`config.mk`:
```
export PLATFORM = sky130hd
export DESIGN_NAME = ddr3_init_sequencer
export DESIGN_NICKNAME = d
export VERILOG_FILES = /design/src/rtl/ddr3_init_pkg.sv /design/src/rtl/ddr3_init_timer.sv /design/src/rtl/ddr3_init_sequencer.sv
export SDC_FILE = /design/constraint.sdc
export NUM_CORES = 1
export LEC_CHECK = 0
export ABC_AREA = 1
export CAP_MARGIN = 30
export CORE_MARGIN = 4
export CORE_UTILIZATION = 39
export CTS_CLUSTER_DIAMETER = 80
export DETAILED_ROUTE_END_ITERATION = 16
export GPL_TIMING_DRIVEN = 0
export PLACE_DENSITY = 0.72
export SLEW_MARGIN = 0
export SYNTH_ARGS = -nofsm -noshare
export SYNTH_HDL_FRONTEND = slang
export SYNTH_HIERARCHICAL = 1
export SYNTH_SLANG_ARGS = --single-unit
```
`constraint.sdc`:
```
create_clock -name clk -period 3.4 [get_ports clk]
set_input_delay 0.68 -clock clk [delete_from_list [all_inputs] [get_ports clk]]
set_output_delay 0.68 -clock clk [all_outputs]
set_load 0.03 [all_outputs]
```
`src/rtl/ddr3_init_pkg.sv`:
```
// ddr3_init_pkg: state encoding, PHY command encodings and mode-register bank numbers for the DDR3 init sequencer
package ddr3_init_pkg;

    typedef enum logic [3:0] {
        S_RST_HOLD, S_CKE_WAIT, S_TXPR, S_MR2, S_MR3, S_MR1, S_MR0, S_ZQCL, S_CMD_WAIT, S_DONE
    } state_t;

    localparam logic [1:0] CMD_NOP  = 2'd0;
    localparam logic [1:0] CMD_MRS  = 2'd1;
    localparam logic [1:0] CMD_ZQCL = 2'd2;

    localparam logic [2:0] BA_MR0 = 3'd0;
    localparam logic [2:0] BA_MR1 = 3'd1;
    localparam logic [2:0] BA_MR2 = 3'd2;
    localparam logic [2:0] BA_MR3 = 3'd3;

    // ZQCL long calibration: A10 high, everything else low
    localparam logic [15:0] ZQCL_ADDR = 16'h0400;

    function automatic int max_int(input int a, input int b);
        return a > b ? a : b;
    endfunction

endpackage

```
`src/rtl/ddr3_init_timer.sv`:
```
// ddr3_init_timer: shared down-counter for every wait interval; load N-1 on entry, zero marks the last cycle
module ddr3_init_timer #(
    parameter int W = 8
) (
    input  logic         clk,
    input  logic         load,
    input  logic [W-1:0] load_val,
    output logic         zero
);

    logic [W-1:0] cnt;

    // reload on demand, otherwise count down and park at zero
    always_ff @(posedge clk) begin
        if (load) cnt <= load_val;
        else if (cnt != '0) cnt <= cnt - 1'b1;
    end

    assign zero = (cnt == '0);

endmodule

```
`src/rtl/ddr3_init_sequencer.sv`:
```
// ddr3_init_sequencer: DDR3 power-up sequence (RESET#, CKE, MR2/MR3/MR1/MR0, optional ZQCL via DDR3_INIT_ZQCL_EN)
module ddr3_init_sequencer
    import ddr3_init_pkg::*;
#(
    parameter int          CLK_FREQ_HZ = 100_000_000,
    parameter int          T_RESET_US  = 200,
    parameter int          T_CKE_US    = 500,
    parameter int          TXPR_CYC    = 128,
    parameter int          TMRD_CYC    = 4,
    parameter int          TMOD_CYC    = 12,
    parameter int          TZQINIT_CYC = 512,
    parameter logic [15:0] MR0_VAL     = 16'h0000,
    parameter logic [15:0] MR1_VAL     = 16'h0000,
    parameter logic [15:0] MR2_VAL     = 16'h0000,
    parameter logic [15:0] MR3_VAL     = 16'h0000
) (
    input  logic        clk,
    input  logic        rst,
    output logic        ddr_reset_n,
    output logic        ddr_cke,
    output logic        cmd_valid,
    input  logic        cmd_ready,
    output logic [1:0]  cmd_type,
    output logic [2:0]  cmd_ba,
    output logic [15:0] cmd_addr,
    output logic        init_done
);

    localparam int CYC_PER_US = CLK_FREQ_HZ / 1_000_000;
    localparam int RST_CYC    = T_RESET_US * CYC_PER_US;
    localparam int CKE_CYC    = T_CKE_US * CYC_PER_US;
    localparam int MAXC       = max_int(max_int(max_int(RST_CYC, CKE_CYC), max_int(TXPR_CYC, TMRD_CYC)),
                                        max_int(TMOD_CYC, TZQINIT_CYC));
    localparam int CW         = $clog2(MAXC) + 1;

    localparam logic [CW-1:0] LD_RST  = CW'(RST_CYC - 1);
    localparam logic [CW-1:0] LD_CKE  = CW'(CKE_CYC - 1);
    localparam logic [CW-1:0] LD_TXPR = CW'(TXPR_CYC - 1);
    localparam logic [CW-1:0] LD_TMRD = CW'(TMRD_CYC - 1);
    localparam logic [CW-1:0] LD_TMOD = CW'(TMOD_CYC - 1);
`ifdef DDR3_INIT_ZQCL_EN
    localparam logic [CW-1:0] LD_TZQ  = CW'(TZQINIT_CYC - 1);
    localparam state_t AFTER_MR0 = S_ZQCL;
`else
    localparam state_t AFTER_MR0 = S_DONE;
`endif

    state_t          state, nxt, tgt, after;
    logic            fire, load, zero;
    logic [CW-1:0]   load_val;
    logic [1:0]      issue_type;
    logic [2:0]      issue_ba;
    logic [15:0]     issue_addr;

    assign fire  = cmd_valid && cmd_ready;
    // command state to enter when the current wait expires
    assign tgt   = state == S_TXPR ? S_MR2 : nxt;
    // step that follows the command being fired
    assign after = state == S_MR2 ? S_MR3 :
                   state == S_MR3 ? S_MR1 :
                   state == S_MR1 ? S_MR0 :
                   state == S_MR0 ? AFTER_MR0 : S_DONE;

`ifdef DDR3_INIT_ZQCL_EN
    assign issue_type = tgt == S_DONE ? CMD_NOP : tgt == S_ZQCL ? CMD_ZQCL : CMD_MRS;
`else
    assign issue_type = tgt == S_DONE ? CMD_NOP : CMD_MRS;
`endif
    assign issue_ba   = tgt == S_MR3 ? BA_MR3 : tgt == S_MR2 ? BA_MR2 : tgt == S_MR1 ? BA_MR1 : BA_MR0;
    assign issue_addr = tgt == S_MR0  ? MR0_VAL :
                        tgt == S_MR1  ? MR1_VAL :
                        tgt == S_MR2  ? MR2_VAL :
                        tgt == S_MR3  ? MR3_VAL :
                        tgt == S_ZQCL ? ZQCL_ADDR : 16'h0000;

    // timer reload: on reset, on leaving a timed reset phase, and on every command fire
    always_comb begin
        load     = rst || fire || (zero && (state == S_RST_HOLD || state == S_CKE_WAIT));
        load_val = rst                  ? LD_RST  :
                   state == S_RST_HOLD  ? LD_CKE  :
                   state == S_CKE_WAIT  ? LD_TXPR :
                   state == S_MR0       ? LD_TMOD :
`ifdef DDR3_INIT_ZQCL_EN
                   state == S_ZQCL      ? LD_TZQ  :
`endif
                   LD_TMRD;
    end

    ddr3_init_timer #(.W(CW)) u_timer (
        .clk      (clk),
        .load     (load),
        .load_val (load_val),
        .zero     (zero)
    );

    // sequencer FSM with registered pin and command outputs
    always_ff @(posedge clk) begin
        if (rst) begin
            state       <= S_RST_HOLD;
            nxt         <= S_MR2;
            ddr_reset_n <= 1'b0;
            ddr_cke     <= 1'b0;
            cmd_valid   <= 1'b0;
            cmd_type    <= CMD_NOP;
            cmd_ba      <= '0;
            cmd_addr    <= '0;
            init_done   <= 1'b0;
        end else if (fire) begin
            state     <= S_CMD_WAIT;
            nxt       <= after;
            cmd_valid <= 1'b0;
            cmd_type  <= CMD_NOP;
            cmd_ba    <= '0;
            cmd_addr  <= '0;
        end else if (zero) begin
            case (state)
                S_RST_HOLD: begin
                    state       <= S_CKE_WAIT;
                    ddr_reset_n <= 1'b1;
                end
                S_CKE_WAIT: begin
                    state   <= S_TXPR;
                    ddr_cke <= 1'b1;
                end
                S_TXPR, S_CMD_WAIT: begin
                    state     <= tgt;
                    init_done <= tgt == S_DONE;
                    cmd_valid <= tgt != S_DONE;
                    cmd_type  <= issue_type;
                    cmd_ba    <= issue_ba;
                    cmd_addr  <= issue_addr;
                end
                default: ;
            endcase
        end
    end

endmodule

```
; ---- Word-level counts from Yosys, hierarchy flattened
; Index checks and enable logic that the tools add are counted.
[totals]
register_bits = 50
input_bits = 3
wordCells = 69
[op_classes]
addsub = 1
eq_ne = 14
mux = 22
n_bitwise = 1
reduce_logical = 20
[op_table]
columns = cell, n
row1 = $mux W11, 5
row2 = $mux W17, 2
row3 = $mux W16, 2
row4 = $eq A4 B3 Y1 const B, 7
row5 = $mux W4, 7
row6 = $logic_not A17 Y1, 1
row7 = $reduce_bool A17 Y1, 1
row8 = $sub A17 B1 Y17 const B, 1
row9 = $eq A4 B2 Y1 const B, 3
row10 = $pmux W4 S3, 1
row11 = $reduce_and A3 Y1, 3
row12 = $eq A4 B4 Y1 const B, 2
row13 = $mux W7, 1
row14 = $reduce_and A2 Y1, 3
row15 = $eq A4 B1 Y1 const B, 1
row16 = $logic_not A4 Y1, 1
row17 = $mux W2, 2
row18 = $ne A4 B4 Y1 const B, 1
row19 = $reduce_bool A2 Y1, 2
row20 = $reduce_bool A4 Y1, 1
row21 = $reduce_or A2 Y1, 2
row22 = $logic_or A1 B1 Y1, 3
row23 = $reduce_bool A3 Y1, 1
row24 = $logic_and A1 B1 Y1, 2
row25 = 2 further kinds, 3

; ---- Logic depth before layout (Yosys ltp)
; Gate-level depths: netlist of run 1.
[logic_depth]
ltp_word = 8
mapped_depth = 13

; ---- Hierarchy
; Netlist of run 1, hierarchy kept.
[by_module_without_submodules]
columns = module, instances, cells_per_inst, area_each_um2
row1 = ddr3_init_timer, 1, 159, 1183.6
row2 = ddr3_init_sequencer, 1, 140, 919.6

; ---- Worst setup path before layout of run 1
; OpenSTA, ideal clock, no wires.
[synth_timing]
path_kind = reg-to-reg
startpoint = reg u_timer.cnt[0]
endpoint = reg u_timer.cnt[0], enable pin
setup_ns = 0.373
t_arrival_ns = 2.183
required_time_ns = 3.027
slack_ns = 0.843
stages_incl_launch_ff = 13
n_path_buf = 2
cell_sequence = edfxtp_1 inv_1 ha_1 nand2_4 nor2_8 nand3_2 inv_1 nand2_1 nand2_1 buf_4 clkinv_1 buf_6 nand2_1
[synth_via]
elab_chain_cells = 4
elab_cells_between_ends = 5
[synth_rtl]
columns = item, line_no
row1 = from (decl), ddr3_init_timer.sv:11  ; logic [W-1:0] cnt;
row2 = from (signal assigned), ddr3_init_timer.sv:15  ; if (load) cnt <= load_val;
row3 = from (signal assigned), ddr3_init_timer.sv:16  ; else if (cnt != '0) cnt <= cnt - 1'b1;
row4 = $logic_not A17 Y1, ddr3_init_timer.sv:19  ; assign zero = (cnt == '0);
row5 = via zero, ddr3_init_sequencer.sv:49  ; logic fire, load, zero;
row6 = $logic_and A1 B1 Y1, ddr3_init_sequencer.sv:78  ; load = rst || fire || (zero && (state == S_RST_HOLD || state == S_CKE_WAIT));
row7 = $logic_or A1 B1 Y1, ddr3_init_sequencer.sv:78
row8 = via load, ddr3_init_sequencer.sv:49
row9 = $reduce_bool A2 Y1 (no line), n/a
; The timed path passes the listed nets, and every way through them passes these cells.
; A chain may end at the register's enable or synchronous reset.

; ---- Worst setup path after layout of run 1
[layout_timing]
startpoint = in rst
endpoint = reg u_timer.cnt[1], enable pin
[layout_via]
elab_chain_cells = 3
[layout_rtl]
columns = item, line_no
row1 = from (decl), ddr3_init_sequencer.sv:18  ; input logic rst,
row2 = $logic_or A1 B1 Y1 (2 in series), ddr3_init_sequencer.sv:78
row3 = via load, ddr3_init_sequencer.sv:49
row4 = $reduce_bool A2 Y1 (no line), n/a
; The timed path passes the listed nets, and every way through them passes these cells.

==> impl_metrics.xml, run 1 <==
<?xml version="1.0" encoding="UTF-8"?>
<metrics>
  <group name="logic_synthesis">
    <metric name="post_synth_main_area_contributors" unit="">sky130_fd_sc_hd__edfxtp_1, sky130_fd_sc_hd__dfxtp_1, sky130_fd_sc_hd__nand2_1</metric>
    <metric name="post-synth-top-area-cell" unit="">sky130_fd_sc_hd__edfxtp_1</metric>
    <metric name="syn_avg_cell_area" unit="sq um">7.034</metric>
    <metric name="synthesis.area" unit="sq um">2103</metric>
    <metric name="yosys_warnings" unit="">6</metric>
    <metric name="synth.distinct_cells" unit="">29</metric>
    <metric name="postSynthCellCount" unit="">299</metric>
    <metric name="synth-seq-cells" unit="">32</metric>
    <metric name="post-synth-top-area-fraction" unit="%">24.27</metric>
    <metric name="synth-seq-area-share" unit="%">38.55</metric>
  </group>
  <group name="sta">
    <metric name="final-max-slew-violation-count" unit="">0</metric>
    <metric name="fin_setup_tns" unit="ns">0</metric>
    <metric name="rsz_0062_raised_after_global_routing" unit="">no</metric>
    <metric name="timing.clock.skew" unit="ns">0.003906</metric>
    <metric name="final_hold_viol_count" unit="">0</metric>
    <metric name="final_min_period_over_clock_period" unit="%">86.63</metric>
    <metric name="worstMarginPinSlew" unit="ns">0.5704</metric>
    <metric name="final.hold.worst_slack" unit="ns">0.4782</metric>
    <metric name="clock.fmax" unit="MHz">339.5</metric>
    <metric name="period_needed" unit="ns">2.946</metric>
    <metric name="timing.max_slew.rel_slack" unit="%">61.68</metric>
    <metric name="report.final.setup_viol" unit="">0</metric>
  </group>
  <group name="power">
    <metric name="power_switching" unit="uW">245.4</metric>
    <metric name="vdd.ir_drop.worst" unit="V">0.0003516</metric>
    <metric name="design_power_total" unit="uW">925.8</metric>
    <metric name="share_seq_of_total_power" unit="%">48.5</metric>
    <metric name="combPwrFrac" unit="%">13.7</metric>
    <metric name="power.share.switching" unit="%">26.50</metric>
    <metric name="p_int" unit="uW">680.5</metric>
    <metric name="power_density" unit="nW/um^2">372.8</metric>
    <metric name="clkPwrFrac" unit="%">37.9</metric>
    <metric name="p_leak" unit="nW">1.215</metric>
  </group>
  <group name="floorplanning">
    <metric name="dieWidth" unit="um">81.44</metric>
    <metric name="die-area" unit="sq um">6632</metric>
    <metric name="std_cell_rows" unit="">26</metric>
    <metric name="ios" unit="">28</metric>
    <metric name="floorplan.core_area" unit="sq um">5172</metric>
    <metric name="height_of_the_die" unit="um">81.44</metric>
    <metric name="initial_utilization" unit="%">40.66</metric>
  </group>
  <group name="cts">
    <metric name="cts_htree_levels" unit="">2</metric>
    <metric name="path_clk_slew" unit="ns">0.07</metric>
    <metric name="cts.path.max_buffers" unit="">2</metric>
    <metric name="postCtsHoldBufs" unit="">0</metric>
    <metric name="cts_tree" unit="">done</metric>
    <metric name="cts-root-buf" unit="">sky130_fd_sc_hd__clkbuf_8</metric>
    <metric name="clock_latency" unit="ns">0.28</metric>
    <metric name="cts_num_sinks" unit="">32</metric>
    <metric name="cts_buffers" unit="">5</metric>
  </group>
  <group name="hold_path">
    <metric name="min_delay_worst_endpoint" unit="">ddr_reset_n$_SDFFE_PP0P_</metric>
    <metric name="min-delay-path-class" unit="">flop to flop</metric>
    <metric name="worst_hold_path.num_cells" unit="">2</metric>
    <metric name="worst_min_delay_path_startpoint" unit="">ddr_reset_n$_SDFFE_PP0P_</metric>
  </group>
  <group name="cells_and_area">
    <metric name="final_cell_mix" unit="">sky130_fd_sc_hd__nand2_1, sky130_fd_sc_hd__nor2_1, sky130_fd_sc_hd__inv_1</metric>
    <metric name="diodes_inserted" unit="">0</metric>
    <metric name="areaGrowthSynthToFinish" unit="%">18.08</metric>
    <metric name="fill_cells" unit="">527</metric>
    <metric name="seqCellArea" unit="sq um">810.8</metric>
    <metric name="most_common_cell_after_layout_fill_and_taps_aside" unit="">sky130_fd_sc_hd__nand2_1</metric>
    <metric name="final_core_utilization" unit="%">48.02</metric>
    <metric name="drive_gt1_share" unit="%">14.79</metric>
    <metric name="final_design_area_no_fill" unit="sq um">2484</metric>
    <metric name="area_occupied_by_multi_input_gates" unit="sq um">1061</metric>
    <metric name="nets" unit="">341</metric>
  </group>
  <group name="setup_path">
    <metric name="reg2regPathDepth" unit="">12</metric>
    <metric name="critPathLaunchType" unit="">primary input</metric>
    <metric name="critical_path.endpoint_type" unit="">flop</metric>
    <metric name="critical_path_peak_fanout" unit="">17</metric>
    <metric name="timing.critical_path.arrival" unit="ns">2.88</metric>
    <metric name="critical_path_class" unit="">primary input to flop</metric>
    <metric name="worst_r2r_endpoint" unit="">u_timer/cnt[1]$_DFFE_PP_</metric>
    <metric name="r2r-start" unit="">u_timer/cnt[0]$_DFFE_PP_</metric>
    <metric name="critical_path_required" unit="ns">3.34</metric>
    <metric name="rrSetupSlack" unit="ns">0.61</metric>
  </group>
  <group name="drt">
    <metric name="dr_total_vias" unit="">1855</metric>
    <metric name="drt_first_iter_violations" unit="">139</metric>
    <metric name="ant_nets" unit="">0</metric>
    <metric name="drc_violations_left" unit="">0</metric>
    <metric name="routed_wl" unit="um">4408</metric>
    <metric name="detail_route.wl_per_cell" unit="um">10.80</metric>
    <metric name="drt_first_pass_iters" unit="">5</metric>
    <metric name="vias_per_cell" unit="">4.547</metric>
  </group>
  <group name="global_route">
    <metric name="grt_first_pass_wirelength" unit="um">7810</metric>
    <metric name="grt_max_degree" unit="">18</metric>
    <metric name="antenna_found_initial" unit="">0</metric>
    <metric name="overflow" unit="">0</metric>
    <metric name="grt_util_all_layers" unit="%">14.95</metric>
    <metric name="grt_pass1_vias" unit="">1819</metric>
  </group>
  <group name="placement">
    <metric name="numPortBuffers" unit="">10</metric>
    <metric name="detailed_place_hpwl" unit="um">3307</metric>
    <metric name="gp_congestion" unit="">0.8640</metric>
    <metric name="dpl_cell_area" unit="sq um">2370</metric>
  </group>
  <group name="run_status">
    <metric name="run_status" unit="">complete, no violations</metric>
  </group>
  <group name="job">
    <metric name="max_cap_violation_count" unit="">0</metric>
  </group>
</metrics>
## synthesized netlist by cell type
cell type / number
sky130_fd_sc_hd__nand3b_1: 1
sky130_fd_sc_hd__o211ai_1: 1
sky130_fd_sc_hd__clkinv_4: 1
sky130_fd_sc_hd__nor2_8: 1
sky130_fd_sc_hd__inv_2: 1
sky130_fd_sc_hd__inv_1: 36
sky130_fd_sc_hd__clkbuf_1: 2
sky130_fd_sc_hd__edfxtp_1: 17
sky130_fd_sc_hd__clkinv_1: 1
sky130_fd_sc_hd__nand2_4: 4
sky130_fd_sc_hd__a21oi_1: 11
sky130_fd_sc_hd__nand3_2: 2
sky130_fd_sc_hd__nor2_2: 6
sky130_fd_sc_hd__dfxtp_1: 15
sky130_fd_sc_hd__nand2_1: 77
sky130_fd_sc_hd__conb_1: 2
sky130_fd_sc_hd__or2_2: 1
sky130_fd_sc_hd__buf_4: 19
sky130_fd_sc_hd__ha_1: 1
sky130_fd_sc_hd__nor2_4: 3
sky130_fd_sc_hd__buf_6: 1
sky130_fd_sc_hd__nor2_1: 45
sky130_fd_sc_hd__o21ai_1: 3
sky130_fd_sc_hd__a31oi_1: 5
sky130_fd_sc_hd__nand3_1: 22
sky130_fd_sc_hd__xor2_1: 1
sky130_fd_sc_hd__nor3_1: 3
sky130_fd_sc_hd__o21ai_0: 14
sky130_fd_sc_hd__nand2_2: 3
## worst max-delay path: stages
cell,delay [ns]
sky130_fd_sc_hd__clkdlybuf4s50_1,0.52
sky130_fd_sc_hd__clkbuf_1,0.36
sky130_fd_sc_hd__nor2_1,0.23
sky130_fd_sc_hd__nand2_1,0.11
sky130_fd_sc_hd__buf_4,0.16
sky130_fd_sc_hd__clkinv_1,0.23
sky130_fd_sc_hd__buf_6,0.23
sky130_fd_sc_hd__nand2_2,0.34
## kinds of logic after synthesis
logic type | share of synthesized area (%)
flops | 38.55
simple gates | 36.70
xor+xnor | 0.4165
other cells | 0.3571
buf+inv | 14.87
fa+ha+maj | 0.5948
compound gates | 8.507
## state kept, by name, indices dropped and copies added (netlist names)
| signal | flops |
|---|---|
| init_done | 1 |
| ddr_cke | 1 |
| u_timer/cnt | 17 |
| cmd_valid | 1 |
| nxt | 4 |
| state | 4 |
| cmd_addr | 1 |
| ddr_reset_n | 1 |
| cmd_ba | 2 |
## power groups by stage
stage          Sequential, mW  Clock (mW)  Combinational [mW]
2_1_floorplan           0.452           0               0.108
3_3_place_gp            0.456           0               0.122
3_5_place_dp            0.457           0               0.125
4_1_cts                 0.448       0.362               0.126
5_1_grt                 0.451       0.377               0.142
6_report                0.449       0.351               0.126
## worst max-delay path by stage
stage | startpoint | end | slack, ns | cells after the start
floorplan | u_timer/cnt[0]$_DFFE_PP_ | u_timer/cnt[0]$_DFFE_PP_ | 0.84 | 12
global placement | rst | u_timer/cnt[13]$_DFFE_PP_ | -0.07 | 8
detailed placement | rst | u_timer/cnt[7]$_DFFE_PP_ | -0.11 | 8
CTS | rst | u_timer/cnt[7]$_DFFE_PP_ | 0.19 | 8
global route | rst | u_timer/cnt[0]$_DFFE_PP_ | 0.27 | 8
finish | rst | u_timer/cnt[1]$_DFFE_PP_ | 0.45 | 8
## per-layer routing
layer  GRT usage (%)  routed length (um)  part of all wire, %
met5               0                   0                    0
met1           17.24                1952                   44
met4           5.912                  68                  1.5
met2           26.30                2216                   50
met3           3.838                 170                  3.9
## metrics by stage
step	cells	setup WS [ns]
5_1_grt	408	0.2657
2_1_floorplan	320	0.8431
6_report	408	0.4544
3_5_place_dp	400	-0.1114
3_3_place_gp	400	-0.07168
4_1_cts	408	0.1879
## repair_timing
item / CTS / global route
setup endpoints to repair: 0 / 9
resized for setup: 0 / 1
buffers inserted: 0 / 0
## cell type report
| cell class | count | area share (%) |
|---|---|---|
| Multi-Input combinational cell | 227 | 42.72 |
| Sequential cell | 32 | 32.64 |
| Buffer | 22 | 6.499 |
| Inverter | 39 | 6.096 |
| Clock buffer | 7 | 4.332 |
| Timing Repair Buffer | 10 | 4.030 |
| Tap cell | 70 | 3.526 |
| Clock inverter | 1 | 0.1511 |
(Power assumes the default switching activity.)
==> run 2: changes to the inputs <==
--- a/config.mk
+++ b/config.mk
@@ -12,7 +12,7 @@
 export CTS_CLUSTER_DIAMETER = 80
 export DETAILED_ROUTE_END_ITERATION = 16
 export GPL_TIMING_DRIVEN = 0
-export PLACE_DENSITY = 0.72
+export PLACE_DENSITY_LB_ADDON = 0.05
 export SLEW_MARGIN = 0
 export SYNTH_ARGS = -nofsm -noshare
 export SYNTH_HDL_FRONTEND = slang
==> impl_metrics.xml, run 2 (synthesized netlist as in run 1, its figures left out) <==
<?xml version="1.0" encoding="UTF-8"?>
<metrics>
  <group name="global_route">
    <metric name="grt_max_degree" unit="">18</metric>
    <metric name="grt_first_pass_wirelength" unit="um">7997</metric>
    <metric name="grt_util_all_layers" unit="%">15.68</metric>
    <metric name="antenna_found_initial" unit="">0</metric>
    <metric name="overflow" unit="">0</metric>
    <metric name="grt_pass1_vias" unit="">1833</metric>
  </group>
  <group name="sta">
    <metric name="report.final.setup_viol" unit="">0</metric>
    <metric name="final-max-slew-violation-count" unit="">0</metric>
    <metric name="rsz_0062_raised_after_global_routing" unit="">no</metric>
    <metric name="final_min_period_over_clock_period" unit="%">91.09</metric>
    <metric name="timing.clock.skew" unit="ns">0.007512</metric>
    <metric name="period_needed" unit="ns">3.097</metric>
    <metric name="worstMarginPinSlew" unit="ns">0.5441</metric>
    <metric name="finalWorstSetupSlack" unit="ns">0.3030</metric>
    <metric name="timing.max_slew.rel_slack" unit="%">63.45</metric>
    <metric name="clock.fmax" unit="MHz">322.9</metric>
    <metric name="final_hold_viol_count" unit="">0</metric>
    <metric name="final.hold.worst_slack" unit="ns">0.4682</metric>
  </group>
  <group name="setup_path">
    <metric name="critical_path.endpoint_type" unit="">flop</metric>
    <metric name="critical_path_required" unit="ns">3.33</metric>
    <metric name="worst_r2r_endpoint" unit="">u_timer/cnt[11]$_DFFE_PP_</metric>
    <metric name="critical_path_class" unit="">primary input to flop</metric>
    <metric name="reg2regPathDepth" unit="">12</metric>
    <metric name="critPathLaunchType" unit="">primary input</metric>
    <metric name="rrSetupSlack" unit="ns">0.51</metric>
    <metric name="r2r-start" unit="">u_timer/cnt[0]$_DFFE_PP_</metric>
    <metric name="critical_path_peak_fanout" unit="">17</metric>
    <metric name="timing.critical_path.arrival" unit="ns">3.03</metric>
  </group>
  <group name="hold_path">
    <metric name="min-delay-path-class" unit="">flop to flop</metric>
    <metric name="worst_min_delay_path_startpoint" unit="">cmd_addr[10]$_SDFFE_PP0P_</metric>
    <metric name="worst_hold_path.num_cells" unit="">2</metric>
    <metric name="min_delay_worst_endpoint" unit="">cmd_addr[10]$_SDFFE_PP0P_</metric>
  </group>
  <group name="drt">
    <metric name="drt_first_iter_violations" unit="">76</metric>
    <metric name="ant_nets" unit="">0</metric>
    <metric name="drt_first_pass_iters" unit="">4</metric>
    <metric name="dr_total_vias" unit="">1806</metric>
    <metric name="routed_wl" unit="um">4542</metric>
    <metric name="detail_route.wl_per_cell" unit="um">11.13</metric>
    <metric name="vias_per_cell" unit="">4.426</metric>
    <metric name="drc_violations_left" unit="">0</metric>
  </group>
  <group name="floorplanning">
    <metric name="floorplan.core_area" unit="sq um">5172</metric>
    <metric name="height_of_the_die" unit="um">81.44</metric>
    <metric name="initial_utilization" unit="%">40.66</metric>
    <metric name="dieWidth" unit="um">81.44</metric>
    <metric name="ios" unit="">28</metric>
    <metric name="std_cell_rows" unit="">26</metric>
    <metric name="die-area" unit="sq um">6632</metric>
  </group>
  <group name="cells_and_area">
    <metric name="largestRegisters" unit="">u_timer/cnt x17, nxt x4, state x4</metric>
    <metric name="drive_gt1_share" unit="%">14.50</metric>
    <metric name="seqCellArea" unit="sq um">810.8</metric>
    <metric name="fill_cells" unit="">542</metric>
    <metric name="nets" unit="">341</metric>
    <metric name="regMostFlops" unit="">u_timer/cnt</metric>
    <metric name="final_design_area_no_fill" unit="sq um">2462</metric>
    <metric name="diodes_inserted" unit="">0</metric>
    <metric name="area_occupied_by_multi_input_gates" unit="sq um">1061</metric>
    <metric name="most_common_cell_after_layout_fill_and_taps_aside" unit="">sky130_fd_sc_hd__nand2_1</metric>
    <metric name="layout.cells.non_filler" unit="">408</metric>
    <metric name="max_reg_flops" unit="">17</metric>
    <metric name="final_cell_mix" unit="">sky130_fd_sc_hd__nand2_1, sky130_fd_sc_hd__nor2_1, sky130_fd_sc_hd__inv_1</metric>
    <metric name="areaGrowthSynthToFinish" unit="%">17.07</metric>
  </group>
  <group name="placement">
    <metric name="dpl_cell_area" unit="sq um">2370</metric>
    <metric name="detailed_place_hpwl" unit="um">3434</metric>
    <metric name="numPortBuffers" unit="">10</metric>
    <metric name="dpl_worst_slack" unit="ns">-0.2900</metric>
    <metric name="numPlacedInstances" unit="">400</metric>
    <metric name="gp_congestion" unit="">0.8315</metric>
  </group>
  <group name="power">
    <metric name="power_density" unit="nW/um^2">357.0</metric>
    <metric name="p_leak" unit="nW">1.204</metric>
    <metric name="vdd.ir_drop.worst" unit="V">0.0001688</metric>
  </group>
  <group name="job">
    <metric name="max_cap_violation_count" unit="">0</metric>
  </group>
  <group name="cts">
    <metric name="cts.path.max_buffers" unit="">2</metric>
    <metric name="postCtsHoldBufs" unit="">0</metric>
    <metric name="path_clk_slew" unit="ns">0.07</metric>
    <metric name="cts_htree_levels" unit="">2</metric>
    <metric name="clock_latency" unit="ns">0.28</metric>
    <metric name="cts_tree" unit="">done</metric>
    <metric name="cts_num_sinks" unit="">32</metric>
    <metric name="cts-root-buf" unit="">sky130_fd_sc_hd__clkbuf_8</metric>
    <metric name="cts_buffers" unit="">5</metric>
  </group>
  <group name="run_status">
    <metric name="run_status" unit="">complete, no violations</metric>
  </group>
</metrics>
## run 2: cell counts in the layout (fill, tap and decap cells not counted)
Identical to the previous run, type by type.
## run 2: per-stage QoR
step	util, %	TNS, ns	power (mW)
detailed placement	45.82	-4.919	0.5823
finish	47.61	0	0.8791
global route	47.61	0	0.9296
floorplan	-	0	0.5597
global placement	45.82	-3.999	0.5806
CTS	47.56	0	0.8921
## run 2: area by class of cell
cell class	instances	share of cell area, %
buffer	22	6.555
clock buffer	7	3.506
timing repair buffer	10	4.065
clock inverter	1	0.1524
sequential	32	32.93
inverter	39	6.148
multi-input combinational	227	43.09
tap	70	3.557
## run 2: worst max path at each step
stage	startpoint	to	cells past startpoint
floorplan	u_timer/cnt[0]$_DFFE_PP_	u_timer/cnt[0]$_DFFE_PP_	12
global route	rst	u_timer/cnt[13]$_DFFE_PP_	8
finish	rst	u_timer/cnt[11]$_DFFE_PP_	8
global placement	rst	u_timer/cnt[2]$_DFFE_PP_	8
CTS	rst	u_timer/cnt[15]$_DFFE_PP_	8
detailed placement	rst	u_timer/cnt[1]$_DFFE_PP_	8
## run 2: critical path: stages
cell and delay [ns]:
sky130_fd_sc_hd__clkdlybuf4s50_1 0.51, sky130_fd_sc_hd__clkbuf_1 0.41, sky130_fd_sc_hd__nor2_1 0.27, sky130_fd_sc_hd__nand2_1 0.13, sky130_fd_sc_hd__buf_4 0.17, sky130_fd_sc_hd__clkinv_1 0.25, sky130_fd_sc_hd__buf_6 0.24, sky130_fd_sc_hd__nand2_2 0.36
## run 2: repair_timing
| action | 4_1_cts | 5_1_grt |
|---|---|---|
| endpoints found under the hold margin | 0 | 0 |
| setup endpoints to repair | 0 | 17 |
| setup buffers | 0 | 0 |
| resized for setup | 0 | 1 |
## run 2: report_power, final
group / leakage, nW / total (mW) / internal [mW] / switching, mW
Combinational: 0.858 / 0.126 / 0.0441 / 0.0818
Sequential: 0.300 / 0.448 / 0.430 / 0.0184
Clock: 0.0459 / 0.305 / 0.162 / 0.143
Total: 1.20 / 0.879 / 0.636 / 0.243
## run 2: routing by layer
layer	vias up	track usage (%)	share of wire, %
met2	21	26.06	45
met5	-	0	0
met1	795	19.78	50
met4	0	5.743	1.8
li1	982	-	-
met3	8	3.618	2.9
==> run 3: changes to the inputs <==
--- a/config.mk
+++ b/config.mk
@@ -12,6 +12,7 @@
 export CTS_CLUSTER_DIAMETER = 80
 export DETAILED_ROUTE_END_ITERATION = 16
 export GPL_TIMING_DRIVEN = 0
+export MAX_ROUTING_LAYER = met4
 export PLACE_DENSITY_LB_ADDON = 0.05
 export SLEW_MARGIN = 0
 export SYNTH_ARGS = -nofsm -noshare
==> impl_metrics.xml, run 3 (synthesized netlist as in run 1, its figures left out) <==
<?xml version="1.0" encoding="UTF-8"?>
<metrics>
  <group name="floorplanning">
    <metric name="ios" unit="">28</metric>
    <metric name="initial_utilization" unit="%">40.66</metric>
    <metric name="std_cell_rows" unit="">26</metric>
    <metric name="dieWidth" unit="um">81.44</metric>
    <metric name="height_of_the_die" unit="um">81.44</metric>
    <metric name="floorplan.core_area" unit="sq um">5172</metric>
    <metric name="die-area" unit="sq um">6632</metric>
  </group>
  <group name="sta">
    <metric name="rsz_0062_raised_after_global_routing" unit="">no</metric>
    <metric name="period_needed" unit="ns">3.097</metric>
    <metric name="worstMarginPinSlew" unit="ns">0.5439</metric>
    <metric name="final-max-slew-violation-count" unit="">0</metric>
    <metric name="report.final.setup_viol" unit="">0</metric>
    <metric name="final_min_period_over_clock_period" unit="%">91.08</metric>
    <metric name="clock.fmax" unit="MHz">322.9</metric>
    <metric name="timing.max_slew.rel_slack" unit="%">63.46</metric>
    <metric name="final_hold_viol_count" unit="">0</metric>
    <metric name="timing.clock.skew" unit="ns">0.007512</metric>
  </group>
  <group name="cts">
    <metric name="cts_htree_levels" unit="">2</metric>
    <metric name="postCtsHoldBufs" unit="">0</metric>
    <metric name="clock_latency" unit="ns">0.28</metric>
    <metric name="cts.path.max_buffers" unit="">2</metric>
    <metric name="cts-root-buf" unit="">sky130_fd_sc_hd__clkbuf_8</metric>
    <metric name="cts_num_sinks" unit="">32</metric>
    <metric name="post_cts_resized" unit="">0</metric>
    <metric name="cts_buffers" unit="">5</metric>
    <metric name="cts_tree" unit="">done</metric>
    <metric name="path_clk_slew" unit="ns">0.07</metric>
    <metric name="postCtsSetupBuffers" unit="">0</metric>
  </group>
  <group name="drt">
    <metric name="drt_first_iter_violations" unit="">81</metric>
    <metric name="met2_wire_length" unit="um">2054</metric>
    <metric name="met3RoutedLength" unit="um">130</metric>
    <metric name="detail_route.wl_per_cell" unit="um">11.13</metric>
    <metric name="ant_nets" unit="">0</metric>
    <metric name="vias_per_cell" unit="">4.424</metric>
    <metric name="routed_met1_length" unit="um">2279</metric>
    <metric name="drt_first_pass_iters" unit="">4</metric>
    <metric name="routed_wl" unit="um">4542</metric>
    <metric name="dr_total_vias" unit="">1805</metric>
    <metric name="dr.max_layer_used" unit="">met4</metric>
    <metric name="drc_violations_left" unit="">0</metric>
  </group>
  <group name="cells_and_area">
    <metric name="areaGrowthSynthToFinish" unit="%">17.07</metric>
    <metric name="drive_gt1_share" unit="%">14.50</metric>
    <metric name="final_cell_mix" unit="">sky130_fd_sc_hd__nand2_1, sky130_fd_sc_hd__nor2_1, sky130_fd_sc_hd__inv_1</metric>
    <metric name="regMostFlops" unit="">u_timer/cnt</metric>
    <metric name="diodes_inserted" unit="">0</metric>
    <metric name="most_common_cell_after_layout_fill_and_taps_aside" unit="">sky130_fd_sc_hd__nand2_1</metric>
    <metric name="nets" unit="">341</metric>
    <metric name="max_reg_flops" unit="">17</metric>
    <metric name="largestRegisters" unit="">u_timer/cnt x17, nxt x4, state x4</metric>
    <metric name="layout.cells.non_filler" unit="">408</metric>
  </group>
  <group name="setup_path">
    <metric name="critPathSlowestCell" unit="">sky130_fd_sc_hd__clkdlybuf4s50_1</metric>
    <metric name="critical_path_class" unit="">primary input to flop</metric>
    <metric name="critical_path_required" unit="ns">3.33</metric>
    <metric name="critical_path.endpoint_type" unit="">flop</metric>
    <metric name="critical-path-top-delay-family" unit="">buffers and inverters</metric>
    <metric name="number_of_buffer_and_inverter_instances_along_the_worst_setup_path" unit="">5</metric>
    <metric name="r2r-start" unit="">u_timer/cnt[0]$_DFFE_PP_</metric>
    <metric name="timing.critical_path.arrival" unit="ns">3.03</metric>
    <metric name="cp_cell_sequence" unit="">clkdlybuf4s50_1 -&gt; clkbuf_1 -&gt; nor2_1 -&gt; nand2_1 -&gt; buf_4 -&gt; clkinv_1 -&gt; buf_6 -&gt; nand2_2</metric>
    <metric name="critical_path_peak_fanout" unit="">17</metric>
    <metric name="rrSetupSlack" unit="ns">0.51</metric>
    <metric name="reg2regPathDepth" unit="">12</metric>
    <metric name="worst_r2r_endpoint" unit="">u_timer/cnt[11]$_DFFE_PP_</metric>
    <metric name="critPathLaunchType" unit="">primary input</metric>
    <metric name="slowest_delay" unit="ns">0.51</metric>
  </group>
  <group name="power">
    <metric name="design_power_total" unit="uW">879.1</metric>
    <metric name="vdd.ir_drop.worst" unit="V">0.0001688</metric>
    <metric name="power_density" unit="nW/um^2">357.0</metric>
    <metric name="p_leak" unit="nW">1.204</metric>
  </group>
  <group name="global_route">
    <metric name="grt_first_pass_wirelength" unit="um">7990</metric>
    <metric name="grt_util_all_layers" unit="%">16.13</metric>
    <metric name="overflow" unit="">0</metric>
    <metric name="grt_max_degree" unit="">18</metric>
    <metric name="grt_pass1_vias" unit="">1834</metric>
    <metric name="antenna_found_initial" unit="">0</metric>
  </group>
  <group name="hold_path">
    <metric name="min-delay-path-class" unit="">flop to flop</metric>
    <metric name="min_delay_worst_endpoint" unit="">cmd_addr[10]$_SDFFE_PP0P_</metric>
    <metric name="worst_hold_path.num_cells" unit="">2</metric>
    <metric name="worst_min_delay_path_startpoint" unit="">cmd_addr[10]$_SDFFE_PP0P_</metric>
  </group>
  <group name="placement">
    <metric name="numPortBuffers" unit="">10</metric>
    <metric name="gp_congestion" unit="">0.8442</metric>
    <metric name="numPlacedInstances" unit="">400</metric>
    <metric name="detailed_place_hpwl" unit="um">3434</metric>
  </group>
  <group name="run_status">
    <metric name="run_status" unit="">complete, no violations</metric>
  </group>
  <group name="job">
    <metric name="max_cap_violation_count" unit="">0</metric>
  </group>
</metrics>
[run 3: cell counts in the layout (fill, tap and decap cells not counted)]
No cell type changed its count.
[run 3: final cells by class]
class	instances	area (sq um)
Multi-Input combinational cell	227	1061
Tap cell	70	87.58
Clock inverter	1	3.754
Clock buffer	7	86.33
Inverter	39	151.4
Buffer	22	161.4
Sequential cell	32	810.8
Timing Repair Buffer	10	100.1
Fill cell	542	2710
[run 3: worst max-delay path by stage]
stage | startpoint | endpoint | slack, ns | cells past startpoint
final | rst | u_timer/cnt[11]$_DFFE_PP_ | 0.30 | 8
after global routing | rst | u_timer/cnt[13]$_DFFE_PP_ | 0.11 | 8
after CTS | rst | u_timer/cnt[15]$_DFFE_PP_ | 0.02 | 8
after detailed placement | rst | u_timer/cnt[1]$_DFFE_PP_ | -0.29 | 8
after global placement | rst | u_timer/cnt[2]$_DFFE_PP_ | -0.24 | 8
after floorplan | u_timer/cnt[0]$_DFFE_PP_ | u_timer/cnt[0]$_DFFE_PP_ | 0.84 | 12
[run 3: worst min-delay path, cell delays in order, from the launching register on]
cell	delay [ns]
sky130_fd_sc_hd__dfxtp_1	0.31
sky130_fd_sc_hd__nand2_1	0.06
sky130_fd_sc_hd__a21oi_1	0.06
[run 3: report_power, final]
part | leakage [nW] | total [mW] | internal [mW] | switching, mW
registers | 0.300 | 0.448 | 0.430 | 0.0184
clock network | 0.0459 | 0.305 | 0.162 | 0.143
logic | 0.858 | 0.126 | 0.0441 | 0.0818
[run 3: layer usage]
metal / GRT usage, % / vias to the layer above
met5: - / -
met4: 5.743 / 0
met3: 3.618 / 8
met2: 26.06 / 21
met1: 19.78 / 794
li1: - / 982
[run 3: metrics by stage]
stage                     cell area [sq um]  util [%]  hold slack (ns)  TNS [ns]  worst slack (ns)
final                                  2462     47.61           0.4682         0            0.3032
after global routing                   2462     47.61           0.5136         0            0.1092
after CTS                              2460     47.56           0.4770         0           0.02044
after detailed placement               2370     45.82           0.4639    -4.919           -0.2900
after global placement                 2370     45.82           0.4563    -3.999           -0.2361
after floorplan                        2182         -           0.4508         0            0.8431
